**src/rtl/my_axi4_lite_pkg.sv**
```systemverilog
// my_axi4_lite_pkg: shared AXI4-Lite response type and register address decode
//   axi4_resp_t     AXI response encoding
//   reg_index       word index taken from an address
//   addr_in_range   index below the register count and no address bits set above it
package my_axi4_lite_pkg;
    typedef enum logic [1:0] {OKAY = 2'b00, EXOKAY = 2'b01, SLVERR = 2'b10, DECERR = 2'b11} axi4_resp_t;

    function automatic logic [31:0] reg_index(input logic [63:0] addr, input int lsb, input int idx_w);
        return 32'((addr >> lsb) & ((64'd1 << idx_w) - 64'd1));
    endfunction

    function automatic logic addr_in_range(input logic [63:0] addr, input int lsb, input int idx_w, input int num_regs);
        return ((addr >> (lsb + idx_w)) == 64'd0) && (reg_index(addr, lsb, idx_w) < 32'(num_regs));
    endfunction
endpackage

```
**src/rtl/axi4_lite_if.sv**
```systemverilog
// axi4_lite_if: AXI4-Lite bundle
//   slv_port  slave view (valid/data in, ready/response out)
//   mst_port  master view
interface axi4_lite_if #(
    parameter int ADDR_BIT_WIDTH = 4,
    parameter int DATA_BIT_WIDTH = 32
);
    logic                        awvalid, awready;
    logic [ADDR_BIT_WIDTH-1:0]   awaddr;
    logic                        wvalid, wready;
    logic [DATA_BIT_WIDTH-1:0]   wdata;
    logic [DATA_BIT_WIDTH/8-1:0] wstrb;
    logic                        bvalid, bready;
    logic [1:0]                  bresp;
    logic                        arvalid, arready;
    logic [ADDR_BIT_WIDTH-1:0]   araddr;
    logic                        rvalid, rready;
    logic [DATA_BIT_WIDTH-1:0]   rdata;
    logic [1:0]                  rresp;

    modport slv_port (
        input  awvalid, awaddr, wvalid, wdata, wstrb, bready, arvalid, araddr, rready,
        output awready, wready, bvalid, bresp, arready, rvalid, rdata, rresp
    );
    modport mst_port (
        output awvalid, awaddr, wvalid, wdata, wstrb, bready, arvalid, araddr, rready,
        input  awready, wready, bvalid, bresp, arready, rvalid, rdata, rresp
    );
endinterface

```
**src/rtl/my_axi4_lite_wr_collector.sv**
```systemverilog
// my_axi4_lite_wr_collector: one-entry AW and W buffers, commit strobe and B channel
//   i_aw*/i_w*/i_bready, o_awready/o_wready/o_bvalid/o_bresp   AXI write channels
//   i_commit_resp   response for the buffered address, decided by the register file
//   o_commit        both buffers full; the register file writes o_addr/o_data/o_strb this cycle
module my_axi4_lite_wr_collector
    import my_axi4_lite_pkg::*;
#(
    parameter int ADDR_W = 4,
    parameter int DATA_W = 32
) (
    input  logic                i_clk,
    input  logic                i_sync_rst,
    input  logic                i_awvalid,
    input  logic [ADDR_W-1:0]   i_awaddr,
    input  logic                i_wvalid,
    input  logic [DATA_W-1:0]   i_wdata,
    input  logic [DATA_W/8-1:0] i_wstrb,
    input  logic                i_bready,
    input  axi4_resp_t          i_commit_resp,
    output logic                o_awready,
    output logic                o_wready,
    output logic                o_bvalid,
    output axi4_resp_t          o_bresp,
    output logic                o_commit,
    output logic [ADDR_W-1:0]   o_addr,
    output logic [DATA_W-1:0]   o_data,
    output logic [DATA_W/8-1:0] o_strb
);
    logic                aw_full_q, aw_full_d, w_full_q, w_full_d, bvalid_q, bvalid_d, aw_hs, w_hs;
    axi4_resp_t          bresp_q, bresp_d;
    logic [ADDR_W-1:0]   addr_q, addr_d;
    logic [DATA_W-1:0]   data_q, data_d;
    logic [DATA_W/8-1:0] strb_q, strb_d;

    assign o_awready = !aw_full_q && !bvalid_q;
    assign o_wready  = !w_full_q && !bvalid_q;
    assign o_commit  = aw_full_q && w_full_q;
    assign o_bvalid  = bvalid_q;
    assign o_bresp   = bresp_q;
    assign o_addr    = addr_q;
    assign o_data    = data_q;
    assign o_strb    = strb_q;

    always_comb begin
        aw_hs     = i_awvalid && o_awready;
        w_hs      = i_wvalid && o_wready;
        aw_full_d = o_commit ? 1'b0 : (aw_hs ? 1'b1 : aw_full_q);
        w_full_d  = o_commit ? 1'b0 : (w_hs ? 1'b1 : w_full_q);
        addr_d    = aw_hs ? i_awaddr : addr_q;
        data_d    = w_hs ? i_wdata : data_q;
        strb_d    = w_hs ? i_wstrb : strb_q;
        bvalid_d  = o_commit ? 1'b1 : (bvalid_q && !i_bready);
        bresp_d   = o_commit ? i_commit_resp : bresp_q;
    end

    always_ff @(posedge i_clk) begin
        if (i_sync_rst) begin
            aw_full_q <= 1'b0;
            w_full_q  <= 1'b0;
            bvalid_q  <= 1'b0;
            bresp_q   <= OKAY;
            addr_q    <= '0;
            data_q    <= '0;
            strb_q    <= '0;
        end else begin
            aw_full_q <= aw_full_d;
            w_full_q  <= w_full_d;
            bvalid_q  <= bvalid_d;
            bresp_q   <= bresp_d;
            addr_q    <= addr_d;
            data_q    <= data_d;
            strb_q    <= strb_d;
        end
    end
endmodule

```
**src/rtl/my_axi4_lite_slv_reg_file.sv**
```systemverilog
// my_axi4_lite_slv_reg_file: AXI4-Lite slave register file with RW and RO registers
//   i_clk, i_sync_rst   clock, synchronous active-high reset
//   if_s_axi4_lite      AXI4-Lite slave port
//   o_regs              RW register contents, RO slices read as 0
//   i_ro_vals           values returned for RO registers
//   o_wr_pulse          one-cycle pulse per register on an OKAY write
module my_axi4_lite_slv_reg_file
    import my_axi4_lite_pkg::*;
#(
    parameter int                                  NUM_REGS       = 4,
    parameter int                                  ADDR_BIT_WIDTH = 4,
    parameter int                                  DATA_BIT_WIDTH = 32,
    parameter logic [NUM_REGS-1:0]                 RO_MASK        = '0,
    parameter logic [NUM_REGS*DATA_BIT_WIDTH-1:0]  RST_VALS       = '0
) (
    input  logic                               i_clk,
    input  logic                               i_sync_rst,
    axi4_lite_if.slv_port                      if_s_axi4_lite,
    output logic [NUM_REGS*DATA_BIT_WIDTH-1:0] o_regs,
    input  logic [NUM_REGS*DATA_BIT_WIDTH-1:0] i_ro_vals,
    output logic [NUM_REGS-1:0]                o_wr_pulse
);
    localparam int DW       = DATA_BIT_WIDTH;
    localparam int ADDR_LSB = $clog2(DW / 8);
    localparam int IDX_W    = (NUM_REGS > 1) ? $clog2(NUM_REGS) : 1;

    if (if_s_axi4_lite.ADDR_BIT_WIDTH != ADDR_BIT_WIDTH || if_s_axi4_lite.DATA_BIT_WIDTH != DATA_BIT_WIDTH) begin : g_width_err
        $error("axi4_lite_if widths differ from register file parameters");
    end

    logic                      commit, wr_in, wr_ok, rd_in, ar_hs;
    logic [ADDR_BIT_WIDTH-1:0] wr_addr, ar_addr_q, ar_addr_d;
    logic [DW-1:0]             wr_data, rd_val, rdata_q, rdata_d;
    logic [DW/8-1:0]           wr_strb;
    logic [NUM_REGS-1:0]       wr_sel, wr_pulse_q, wr_pulse_d;
    logic [NUM_REGS*DW-1:0]    regs_q, regs_d, rst_rw;
    logic                      ar_pending_q, ar_pending_d, rvalid_q, rvalid_d;
    axi4_resp_t                wr_resp, bresp, rresp_q, rresp_d;

    my_axi4_lite_wr_collector #(.ADDR_W(ADDR_BIT_WIDTH), .DATA_W(DW)) u_wr (
        .i_clk         (i_clk),
        .i_sync_rst    (i_sync_rst),
        .i_awvalid     (if_s_axi4_lite.awvalid),
        .i_awaddr      (if_s_axi4_lite.awaddr),
        .i_wvalid      (if_s_axi4_lite.wvalid),
        .i_wdata       (if_s_axi4_lite.wdata),
        .i_wstrb       (if_s_axi4_lite.wstrb),
        .i_bready      (if_s_axi4_lite.bready),
        .i_commit_resp (wr_resp),
        .o_awready     (if_s_axi4_lite.awready),
        .o_wready      (if_s_axi4_lite.wready),
        .o_bvalid      (if_s_axi4_lite.bvalid),
        .o_bresp       (bresp),
        .o_commit      (commit),
        .o_addr        (wr_addr),
        .o_data        (wr_data),
        .o_strb        (wr_strb)
    );

    assign if_s_axi4_lite.bresp   = bresp;
    assign if_s_axi4_lite.arready = !rvalid_q && !ar_pending_q;
    assign if_s_axi4_lite.rvalid  = rvalid_q;
    assign if_s_axi4_lite.rdata   = rdata_q;
    assign if_s_axi4_lite.rresp   = rresp_q;
    assign o_regs     = regs_q;
    assign o_wr_pulse = wr_pulse_q;

    always_comb begin
        rst_rw = RST_VALS;
        wr_in  = addr_in_range(64'(wr_addr), ADDR_LSB, IDX_W, NUM_REGS);
        for (int i = 0; i < NUM_REGS; i++) begin
            if (RO_MASK[i]) rst_rw[i*DW +: DW] = '0;
            wr_sel[i] = wr_in && (reg_index(64'(wr_addr), ADDR_LSB, IDX_W) == 32'(i));
        end
        wr_ok      = wr_in && ((wr_sel & RO_MASK) == '0);
        wr_resp    = wr_ok ? OKAY : SLVERR;
        wr_pulse_d = (commit && wr_ok) ? wr_sel : '0;
        regs_d     = regs_q;
        for (int i = 0; i < NUM_REGS; i++)
            for (int b = 0; b < DW / 8; b++)
                if (wr_pulse_d[i] && wr_strb[b]) regs_d[i*DW + b*8 +: 8] = wr_data[b*8 +: 8];
    end

    // A read pending at a commit edge samples regs_q, so it sees the pre-write value.
    always_comb begin
        ar_hs  = if_s_axi4_lite.arvalid && if_s_axi4_lite.arready;
        rd_in  = addr_in_range(64'(ar_addr_q), ADDR_LSB, IDX_W, NUM_REGS);
        rd_val = '0;
        for (int i = 0; i < NUM_REGS; i++)
            if (rd_in && reg_index(64'(ar_addr_q), ADDR_LSB, IDX_W) == 32'(i))
                rd_val = RO_MASK[i] ? i_ro_vals[i*DW +: DW] : regs_q[i*DW +: DW];
        ar_pending_d = ar_hs;
        ar_addr_d    = ar_hs ? if_s_axi4_lite.araddr : ar_addr_q;
        rvalid_d     = ar_pending_q ? 1'b1 : (rvalid_q && !if_s_axi4_lite.rready);
        rdata_d      = ar_pending_q ? rd_val : rdata_q;
        rresp_d      = ar_pending_q ? (rd_in ? OKAY : SLVERR) : rresp_q;
    end

    always_ff @(posedge i_clk) begin
        if (i_sync_rst) begin
            regs_q       <= rst_rw;
            wr_pulse_q   <= '0;
            ar_pending_q <= 1'b0;
            ar_addr_q    <= '0;
            rvalid_q     <= 1'b0;
            rdata_q      <= '0;
            rresp_q      <= OKAY;
        end else begin
            regs_q       <= regs_d;
            wr_pulse_q   <= wr_pulse_d;
            ar_pending_q <= ar_pending_d;
            ar_addr_q    <= ar_addr_d;
            rvalid_q     <= rvalid_d;
            rdata_q      <= rdata_d;
            rresp_q      <= rresp_d;
        end
    end
endmodule
```
**src/flat_wrapper.sv**
```systemverilog
// flat-port wrapper written by rule: the top's interface ports become plain ports
module my_axi4_lite_slv_reg_file_flat import my_axi4_lite_pkg::*;
#(
    parameter int                                  NUM_REGS       = 4,
    parameter int                                  ADDR_BIT_WIDTH = 4,
    parameter int                                  DATA_BIT_WIDTH = 32,
    parameter logic [NUM_REGS-1:0]                 RO_MASK        = '0,
    parameter logic [NUM_REGS*DATA_BIT_WIDTH-1:0]  RST_VALS       = '0
)
  (i_clk, i_sync_rst, o_regs, i_ro_vals, o_wr_pulse, if_s_axi4_lite_awvalid, if_s_axi4_lite_awaddr, if_s_axi4_lite_wvalid, if_s_axi4_lite_wdata, if_s_axi4_lite_wstrb, if_s_axi4_lite_bready, if_s_axi4_lite_arvalid, if_s_axi4_lite_araddr, if_s_axi4_lite_rready, if_s_axi4_lite_awready, if_s_axi4_lite_wready, if_s_axi4_lite_bvalid, if_s_axi4_lite_bresp, if_s_axi4_lite_arready, if_s_axi4_lite_rvalid, if_s_axi4_lite_rdata, if_s_axi4_lite_rresp);
  axi4_lite_if #(.ADDR_BIT_WIDTH(ADDR_BIT_WIDTH), .DATA_BIT_WIDTH(DATA_BIT_WIDTH)) if_s_axi4_lite_i ();
  input  logic i_clk;
  input  logic i_sync_rst;
  output logic [NUM_REGS*DATA_BIT_WIDTH-1:0] o_regs;
  input  logic [NUM_REGS*DATA_BIT_WIDTH-1:0] i_ro_vals;
  output logic [NUM_REGS-1:0] o_wr_pulse;
  input wire logic [$bits(if_s_axi4_lite_i.awvalid)-1:0] if_s_axi4_lite_awvalid;
  input wire logic [$bits(if_s_axi4_lite_i.awaddr)-1:0] if_s_axi4_lite_awaddr;
  input wire logic [$bits(if_s_axi4_lite_i.wvalid)-1:0] if_s_axi4_lite_wvalid;
  input wire logic [$bits(if_s_axi4_lite_i.wdata)-1:0] if_s_axi4_lite_wdata;
  input wire logic [$bits(if_s_axi4_lite_i.wstrb)-1:0] if_s_axi4_lite_wstrb;
  input wire logic [$bits(if_s_axi4_lite_i.bready)-1:0] if_s_axi4_lite_bready;
  input wire logic [$bits(if_s_axi4_lite_i.arvalid)-1:0] if_s_axi4_lite_arvalid;
  input wire logic [$bits(if_s_axi4_lite_i.araddr)-1:0] if_s_axi4_lite_araddr;
  input wire logic [$bits(if_s_axi4_lite_i.rready)-1:0] if_s_axi4_lite_rready;
  output wire logic [$bits(if_s_axi4_lite_i.awready)-1:0] if_s_axi4_lite_awready;
  output wire logic [$bits(if_s_axi4_lite_i.wready)-1:0] if_s_axi4_lite_wready;
  output wire logic [$bits(if_s_axi4_lite_i.bvalid)-1:0] if_s_axi4_lite_bvalid;
  output wire logic [$bits(if_s_axi4_lite_i.bresp)-1:0] if_s_axi4_lite_bresp;
  output wire logic [$bits(if_s_axi4_lite_i.arready)-1:0] if_s_axi4_lite_arready;
  output wire logic [$bits(if_s_axi4_lite_i.rvalid)-1:0] if_s_axi4_lite_rvalid;
  output wire logic [$bits(if_s_axi4_lite_i.rdata)-1:0] if_s_axi4_lite_rdata;
  output wire logic [$bits(if_s_axi4_lite_i.rresp)-1:0] if_s_axi4_lite_rresp;
  assign if_s_axi4_lite_i.awvalid = if_s_axi4_lite_awvalid;
  assign if_s_axi4_lite_i.awaddr = if_s_axi4_lite_awaddr;
  assign if_s_axi4_lite_i.wvalid = if_s_axi4_lite_wvalid;
  assign if_s_axi4_lite_i.wdata = if_s_axi4_lite_wdata;
  assign if_s_axi4_lite_i.wstrb = if_s_axi4_lite_wstrb;
  assign if_s_axi4_lite_i.bready = if_s_axi4_lite_bready;
  assign if_s_axi4_lite_i.arvalid = if_s_axi4_lite_arvalid;
  assign if_s_axi4_lite_i.araddr = if_s_axi4_lite_araddr;
  assign if_s_axi4_lite_i.rready = if_s_axi4_lite_rready;
  assign if_s_axi4_lite_awready = if_s_axi4_lite_i.awready;
  assign if_s_axi4_lite_wready = if_s_axi4_lite_i.wready;
  assign if_s_axi4_lite_bvalid = if_s_axi4_lite_i.bvalid;
  assign if_s_axi4_lite_bresp = if_s_axi4_lite_i.bresp;
  assign if_s_axi4_lite_arready = if_s_axi4_lite_i.arready;
  assign if_s_axi4_lite_rvalid = if_s_axi4_lite_i.rvalid;
  assign if_s_axi4_lite_rdata = if_s_axi4_lite_i.rdata;
  assign if_s_axi4_lite_rresp = if_s_axi4_lite_i.rresp;
  my_axi4_lite_slv_reg_file #(.NUM_REGS(NUM_REGS), .ADDR_BIT_WIDTH(ADDR_BIT_WIDTH), .DATA_BIT_WIDTH(DATA_BIT_WIDTH), .RO_MASK(RO_MASK), .RST_VALS(RST_VALS)) u_core (.i_clk(i_clk), .i_sync_rst(i_sync_rst), .if_s_axi4_lite(if_s_axi4_lite_i), .o_regs(o_regs), .i_ro_vals(i_ro_vals), .o_wr_pulse(o_wr_pulse));
endmodule
```
**config.mk**
```make
export PLATFORM = sky130hd
export DESIGN_NAME = my_axi4_lite_slv_reg_file_flat
export DESIGN_NICKNAME = d
export VERILOG_FILES = /design/src/rtl/my_axi4_lite_pkg.sv /design/src/rtl/axi4_lite_if.sv /design/src/rtl/my_axi4_lite_wr_collector.sv /design/src/rtl/my_axi4_lite_slv_reg_file.sv /design/src/flat_wrapper.sv
export SDC_FILE = /design/constraint.sdc
export NUM_CORES = 1
export LEC_CHECK = 0
export BUFFER_PORTS_ARGS = -buffer_cell sky130_fd_sc_hd__buf_2
export CORE_AREA = 2 2 137 139
export CTS_CLUSTER_SIZE = 14
export DETAILED_ROUTE_END_ITERATION = 6
export DIE_AREA = 0 0 139 141
export PLACE_DENSITY_LB_ADDON = 0.2
export SKIP_CTS_REPAIR_TIMING = 1
export SYNTH_ARGS = -nofsm -noshare
export SYNTH_HDL_FRONTEND = slang
export SYNTH_HIERARCHICAL = 1
export SYNTH_SLANG_ARGS = --single-unit
```
**constraint.sdc**
```tcl
create_clock -name i_clk -period 3.3 [get_ports i_clk]
set_input_delay 0.66 -clock i_clk [delete_from_list [all_inputs] [get_ports i_clk]]
set_output_delay 0.66 -clock i_clk [all_outputs]
set_load 0.01 [all_outputs]
```
; ---- Word-level counts from Yosys, hierarchy flattened
; Index checks and enable logic that the tools add are counted.
[totals]
output_inout_bits = 173
in_bits = 179
elab_cells = 90
ff_bits = 217
[classes]
n_reduce_logical = 44
n_eq_ne = 6
n_mux = 9
magnitude_cmp = 2
[ops]
columns = operator, count
row1 = $mux 32, 4
row2 = $logic_not 32->1, 2
row3 = $logic_and 1x1->1, 34
row4 = $eq 2x2->1 const B, 4
row5 = $logic_not 1->1, 7
row6 = $lt 2x3->1 const B, 2
row7 = $eq 2x1->1 const B, 2
row8 = $mux 2, 2
row9 = $mux 4, 1
row10 = $mux 1, 2
row11 = $reduce_or 2->1, 1

; ---- Depth between registers and ports, before layout
; Gate-level depths: netlist of run 1.
[logic_depth]
ltp_word = 6
ltp_mapped = 8
depth_no_buf = 5

; ---- Hierarchy
; Netlist of run 1, hierarchy kept.
[modules_own_cells]
columns = mod, cells_per_inst, seq_area_each_um2, area_each_um2, instances
row1 = my_axi4_lite_slv_reg_file, 718, 3363.2, 6880.3, 1
row2 = my_axi4_lite_wr_collector, 198, 900.9, 2049.5, 1

; ---- Least setup slack after synthesis of run 1
; Ideal clock, no wire load.
[synth_timing]
kind = flip-flop to output port
from = reg u_core.ar_pending_q
to = out if_s_axi4_lite_arready
path_slack_ps = 1809
path_stages_with_launch = 4
arrival_ps = 831
required_time_ps = 2640
n_path_buf = 2
cell_sequence = dfxtp_1 -> buf_2 -> buf_2 -> nor2_1
[synth_via]
elab_chain_cells = 2
[synth_rtl]
columns = element, line
row1 = start: declaration, my_axi4_lite_slv_reg_file.sv:37  ; logic ar_pending_q, ar_pending_d, rvalid_q, rvalid_d;
row2 = start signal: assignment, my_axi4_lite_slv_reg_file.sv:111  ; ar_pending_q <= ar_pending_d;
row3 = $logic_not 1->1, my_axi4_lite_slv_reg_file.sv:61  ; assign if_s_axi4_lite.arready = !rvalid_q && !ar_pending_q;
row4 = $logic_and 1x1->1, my_axi4_lite_slv_reg_file.sv:61
row5 = end: declaration, flat_wrapper.sv:30  ; output wire logic [$bits(if_s_axi4_lite_i.arready)-1:0] if_s_axi4_lite_arready;
; Every way passes these cells.

; ---- Worst setup path in the final report of run 1
[layout_timing]
from = reg u_core.u_wr.w_full_q
to = reg u_core.regs_q[54] (netlist: u_core/o_regs[54])
[layout_via]
elab_chain_cells = 4
[layout_rtl]
columns = element, line
row1 = start: declaration, my_axi4_lite_wr_collector.sv:29  ; logic aw_full_q, aw_full_d, w_full_q, w_full_d, bvalid_q, bvalid_d, aw_hs, w_hs;
row2 = start signal: assignment, my_axi4_lite_wr_collector.sv:67  ; w_full_q <= w_full_d;
row3 = $logic_and 1x1->1, my_axi4_lite_wr_collector.sv:37  ; assign o_commit = aw_full_q && w_full_q;
row4 = via u_core.commit, my_axi4_lite_slv_reg_file.sv:31  ; logic commit, wr_in, wr_ok, rd_in, ar_hs;
row5 = $logic_and 1x1->1, my_axi4_lite_slv_reg_file.sv:77  ; wr_pulse_d = (commit && wr_ok) ? wr_sel : '0;
row6 = $mux 4, my_axi4_lite_slv_reg_file.sv:77
row7 = $logic_and 1x1->1, my_axi4_lite_slv_reg_file.sv:81  ; if (wr_pulse_d[i] && wr_strb[b]) regs_d[i*DW + b*8 +: 8] = wr_data[b*8 +: 8];
row8 = end signal: assignment, my_axi4_lite_slv_reg_file.sv:101  ; regs_q <= rst_rw;
row9 = end signal: assignment, my_axi4_lite_slv_reg_file.sv:109  ; regs_q <= regs_d;
row10 = end: declaration, my_axi4_lite_slv_reg_file.sv:36  ; logic [NUM_REGS*DW-1:0] regs_q, regs_d, rst_rw;
; The timed path passes the listed nets, and every way through them passes these cells.
; A chain may end at the register's enable or synchronous reset.

==> metrics.md, run 1 <==
| Metric | Value |
|---|---|
| Fin crit period | `2.37 ns` |
| Drt pass-1 iters | `5` |
| Clk slew on worst S/H paths | `about 0.060 ns` |
| I/O Buffers | `217` |
| Worst Path Required | `about 3.7 ns` |
| Via count | `just over 7000` |
| Cells after DPL | `1298` |
| Pre-CTS WS | `about 1.0 ns` |
| Hold path depth | `3` |
| First-pass GRT wire length | `roughly 36 mm` |
| Placer Congestion | `0.819` |
| Drt total wl | `between 20 and 25 mm` |
| Clock Path Buffers | `3` |
| Hpwl dp | `about 15 mm` |
| Number of sinks on the clock net | `around 210` |
| Row cnt | `50` |
| Synthesized netlist cell count | `908` |
| CTS tree | `built` |
| Chip width | `approximately 140 um` |
| Most frequent cells in the layout | `buf_2 (216), dfxtp_1 (208), nand2_1 (194)` |
| Layout Skew | `roughly 0.0073 ns` |
| GRT Util Overall | `0.229` |
| Post-route non-filler standard cell count | `about 1300` |
| Peak supply drop | `~0.39 mV` |
| DR iter-0 viols | `468` |
| Outcome | `completed` |
| Final global-route overflow total | `0` |
| DRC | `0` |
| Fmax | `422 MHz` |
| Final Power | `about 5.4 mW` |
| IO Count | `~350` |
| Total CTS buffers | `23` |
| CP arrival | `2.74 ns` |
| Htree depth | `1` |
| Syn_area_per_cell | `between 9 and 10 sq um` |
| Worst-Margin Slew | `~0.9 ns` |
| Antenna viol nets, final | `0` |
| Fin util | `0.581` |
| Routed len/inst | `17.4 um` |
| Max-cap violation count | `0` |
| Initial core utilization | `0.484` |
| Pin count of the biggest net entering global routing | `96` |
| Placed cell area | `between 9000 and 10000 sq um` |
| Die area | `~20000 sq um` |
| Layout cells sized above 1 | `0.268` |
| RSZ-0062 raised after global routing | `no` |
| PD cells | `approximately 510 nW/um^2` |
| DIE HEIGHT | `141 um` |
| Initial antenna violation count | `2` |
| Final hold violations | `0` |
| Crit-path max FO | `29` |
| CP Capture Type | `flop` |
| Final Cycle Share | `0.717` |
| Final setup fails | `0` |
| Worst hold slack | `slightly below 0.4 ns` |
| Final worst setup slack | `roughly 0.93 ns` |
| Vias per cell | `5.26` |
| Most common cell after layout, fill and taps aside | `buf_2` |
| Headroom to the max-slew limit | `0.398` |
| Synth Cell Area | `8840 sq um` |
| Hold Path Class | `in -> reg` |
| CP Class | `reg -> reg` |
| Clk root buf | `clkbuf_16` |
| Reg2Reg Depth | `5` |
| Layout area overhead | `20.1%` |
| Nets | `~1300` |
| Worst setup SP type | `flop` |
| Leakage power | `between 4 and 5 nW` |
| Final slew viol count | `0` |
| Clk_lat worst skew | `between 0.5 and 0.6 ns` |
| Syn. warnings | `6` |
| Vias in the first global route | `~6400` |
| Core area | `between 15000 and 20000 sq um` |
| Final instance area | `about 11000 sq um` |
| Setup TNS | `0 ns` |
[layout make-up]
class                           count  area (sq um)
Multi-Input combinational cell    626          4180
Antenna cell                        1          2.50
Sequential cell                   211          4230
Tap cell                          234           293
Timing Repair Buffer              225          1190
Fill cell                        1634          7650
Clock buffer                       39           706
Clock inverter                      3          18.8
Inverter                            2          7.51
[critical path: stages, from the launching register on]
cell and delay [ns]:
dfxtp_1 0.53, nand2_1 0.14, inv_1 0.56, nand4b_1 0.67
nand2_1 0.24, a21oi_1 0.09
[per-layer routing]
metal	wire, um	GRT usage	share of wire
met3	2300	0.0710	0.099
met2	10100	0.347	0.43
met4	373	0.0542	0.016
met5	13	0	0.00056
met1	10600	0.322	0.45
[power by group]
part	switching [mW]	leakage [nW]	internal [mW]
Sequential	0.0931	1.71	2.59
Combinational	0.140	2.32	0.140
Clock	1.01	0.357	1.45
Total	1.24	4.39	4.18
[sequential cells by signal, indices dropped and copies added, names as in the netlist]
| register | count |
|---|---|
| u_core/ar_addr_q | 2 |
| u_core/ar_pending_q | 1 |
| u_core/if_s_axi4_lite.rdata | 32 |
| u_core/if_s_axi4_lite.rvalid | 1 |
| u_core/o_regs | 128 |
| u_core/o_wr_pulse | 4 |
| u_core/u_wr/aw_full_q | 1 |
| u_core/u_wr/o_addr | 2 |
| u_core/u_wr/o_bresp | 2 |
| u_core/u_wr/o_bvalid | 1 |
| u_core/u_wr/o_data | 32 |
| u_core/u_wr/o_strb | 4 |
| u_core/u_wr/w_full_q | 1 |
[worst paths after layout]
path / slack, ns / from / endpoint
worst min register to register: 0.46 / u_core/o_regs[95] / u_core/o_regs[95]
worst max-delay path: 0.93 / u_core/u_wr/w_full_q / u_core/o_regs[54]
worst max register to register: 0.93 / u_core/u_wr/w_full_q / u_core/o_regs[54]
worst min-delay path: 0.40 / if_s_axi4_lite_araddr[3] / u_core/ar_addr_q[3]
(Power assumes the default switching activity.)
==> run 2: changes to the inputs <==
CORE_AREA = unset   (was 2 2 137 139)
CORE_UTILIZATION = 44   (was unset)
DIE_AREA = unset   (was 0 0 139 141)
clock period = 2.1 ns   (was 3.3 ns; I/O delays follow)
==> run 2 against run 1 <==
Compared with the run above:
- clock skew is 0.0030 ns higher
- non-clock buffer count is 15 higher
- wire length is 1.1% lower
- combinational power grew 86%
- die area is 5.5% higher
- core utilization shrank 2.9 points
- clock-buffer cell count shrank 5
==> metrics.md, run 2 (same netlist as run 1, synthesis figures left out) <==
| Metric | Value |
|---|---|
| Final slew viol count | `0 (unchanged)` |
| Antenna viol nets, final | `0 (unchanged)` |
| Headroom to the max-slew limit | `0.578 (+0.180)` |
| Final global-route overflow total | `0 (unchanged)` |
| Final setup fails | `0 (unchanged)` |
| CP Cell Sequence | `nor2_1 > buf_2` |
| GRT Util Overall | `0.221 (-0.00795)` |
| Number of sinks on the clock net | `211 (unchanged)` |
| DRC | `0 (unchanged)` |
| Largest delay share family, worst path | `flip-flops` |
| I/O Buffers | `217 (unchanged)` |
| Leakage power | `4.47 nW (+2.0%)` |
| Largest register FFs | `128 (unchanged)` |
| PD cells | `799 nW/um^2 (+57%)` |
| Critical Path Source | `u_core/ar_pending_q` |
| Final Cycle Share | `0.905` |
| Worst r2r src | `u_core/u_wr/aw_full_q` |
| Worst Path Required | `1.68 ns (-1.99 ns)` |
| Fin crit period | `roughly 1.9 ns` |
| CTS tree | `built` |
| Vias in the first global route | `6399 (-0.71%)` |
| Crit path depth | `2 (-3)` |
| Core area | `19600 sq um (+7.2%)` |
| Clk_lat worst skew | `0.50 ns (about the same)` |
| Drt total wl | `23.1 mm (-1.1%)` |
| Vias per cell | `5.07 (-3.6%)` |
| DIE HEIGHT | `144 um (+2.0%)` |
| Pin count of the biggest net entering global routing | `82 (-15%)` |
| Die area | `20700 sq um (+5.5%)` |
| Initial antenna violation count | `0 (-2)` |
| Nets | `1283 (+1.2%)` |
| Drt pass-1 iters | `5 (unchanged)` |
| Routed len/inst | `16.7 um (-4.3%)` |
| CP Buf/Inv Count | `1 (unchanged)` |
| Slowest stage delay, CP | `0.73 ns (+0.06 ns)` |
| CP Capture Type | `output port` |
| Most common cell after layout, fill and taps aside | `buf_2` |
| Crit-path max FO | `19 (-34%)` |
| Most frequent cells in the layout | `buf_2 (216), dfxtp_1 (208), nand2_1 (194)` |
| Outcome | `completed` |
| Max-cap violation count | `0 (unchanged)` |
| Clk root buf | `clkbuf_16` |
| Hpwl dp | `15.6 mm (+2.7%)` |
| Multi-input gate area | `4180 sq um (unchanged)` |
| DR iter-0 viols | `590 (+26%)` |
| Critical path destination | `if_s_axi4_lite_arready` |
| Fill cells | `1799 (+10%)` |
| Chip width | `144 um (+3.4%)` |
| Fmax | `526 MHz` |
| CP arrival | `1.48 ns (-1.26 ns)` |
| Placer Congestion | `0.850 (+3.7%)` |
| RSZ-0062 raised after global routing | `no` |
| Hold Path Class | `in -> reg` |
| R2R Path End | `u_core/o_regs[8]` |
| Layout area overhead | `22.3%` |
| Final hold violations | `0 (unchanged)` |
| CP Class | `reg -> out` |
| Setup TNS | `0 ns (unchanged)` |
| Layout Skew | `0.0103 ns (+0.00299 ns)` |
| Htree depth | `1 (unchanged)` |
| Reg2Reg Depth | `6 (+1)` |
| Reg-to-reg slack, setup | `0.22 ns (-0.71 ns)` |
| Final Power | `8.65 mW (+59%)` |
| Initial core utilization | `0.451 (-0.0327)` |
| Row cnt | `51 (+2.0%)` |
| Clock Path Buffers | `3 (unchanged)` |
| Layout cells sized above 1 | `0.278 (+0.0100)` |
| Peak supply drop | `0.643 mV (+66%)` |
| IO Count | `352 (unchanged)` |
| First-pass GRT wire length | `35.5 mm (-1.6%)` |
| Total CTS buffers | `23 (unchanged)` |
| CP max stage cell | `dfxtp_2` |
| Clk slew on worst S/H paths | `0.06 ns (about the same)` |
| Worst-Margin Slew | `0.634 ns (-0.269 ns)` |
| Worst setup SP type | `flop` |
| Via count | `7033 (-0.37%)` |
| FF+latch area | `4230 sq um (unchanged)` |
## run 2: cell count changes in the layout (fill, tap and decap cells not counted)
cell | before | now
buf_4 | 5 | 17
clkbuf_8 | 7 | 3
buf_12 | 3 | 6
bufinv_16 | 0 | 2
clkinv_2 | 2 | 4
clkbuf_1 | 9 | 8
clkinvlp_4 | 0 | 1
inv_6 | 1 | 0
## run 2: area by class of cell
class | instances | area share
Timing Repair Buffer | 240 | 0.124
Clock buffer | 34 | 0.0598
Tap cell | 265 | 0.0306
Clock inverter | 7 | 0.00810
Multi-Input combinational cell | 626 | 0.386
Antenna cell | 1 | 0.000231
Inverter | 2 | 0.000694
Sequential cell | 211 | 0.391
## run 2: worst min-delay path by stage
stage,start,to,slack (ns),cells after the start
finish,if_s_axi4_lite_araddr[3],u_core/ar_addr_q[3],0.17,3
global placement,u_core/o_regs[81],u_core/o_regs[81],0.45,2
floorplan,u_core/u_wr/o_data[7],u_core/o_regs[103],0.47,2
CTS,if_s_axi4_lite_araddr[3],u_core/ar_addr_q[3],0.15,3
global route,if_s_axi4_lite_wdata[25],u_core/u_wr/o_data[25],0.17,3
detailed placement,u_core/o_regs[50],u_core/o_regs[50],0.46,2
## run 2: per-layer routing
layer  wire, um  GRT usage
met1      11100      0.316
met2       9650      0.330
met3       2130     0.0636
met4        229     0.0431
met5          0          0
## run 2: tightest hold or removal path, cell delays in order
cell and delay, ns:
buf_2 0.08, mux2i_1 0.05, nor2_1 0.07
## run 2: per-stage QoR
step                      instance area (sq um)  worst slack [ns]  cells   util  hold slack (ns)
after detailed placement                  10100             0.261   1344  0.515            0.458
final                                     10800             0.200   1386  0.552            0.168
after global placement                    10100             0.276   1344  0.515            0.451
after global routing                      10800             0.111   1385  0.552            0.170
after CTS                                 10800             0.136   1385  0.552            0.149
after floorplan                            8860             0.639    911      -            0.470
## run 2: power breakdown
| part | switching, mW | internal, mW |
|---|---|---|
| Clock | 1.58 | 2.37 |
| Combinational | 0.271 | 0.248 |
| Sequential | 0.102 | 4.07 |
| Total | 1.96 | 6.69 |
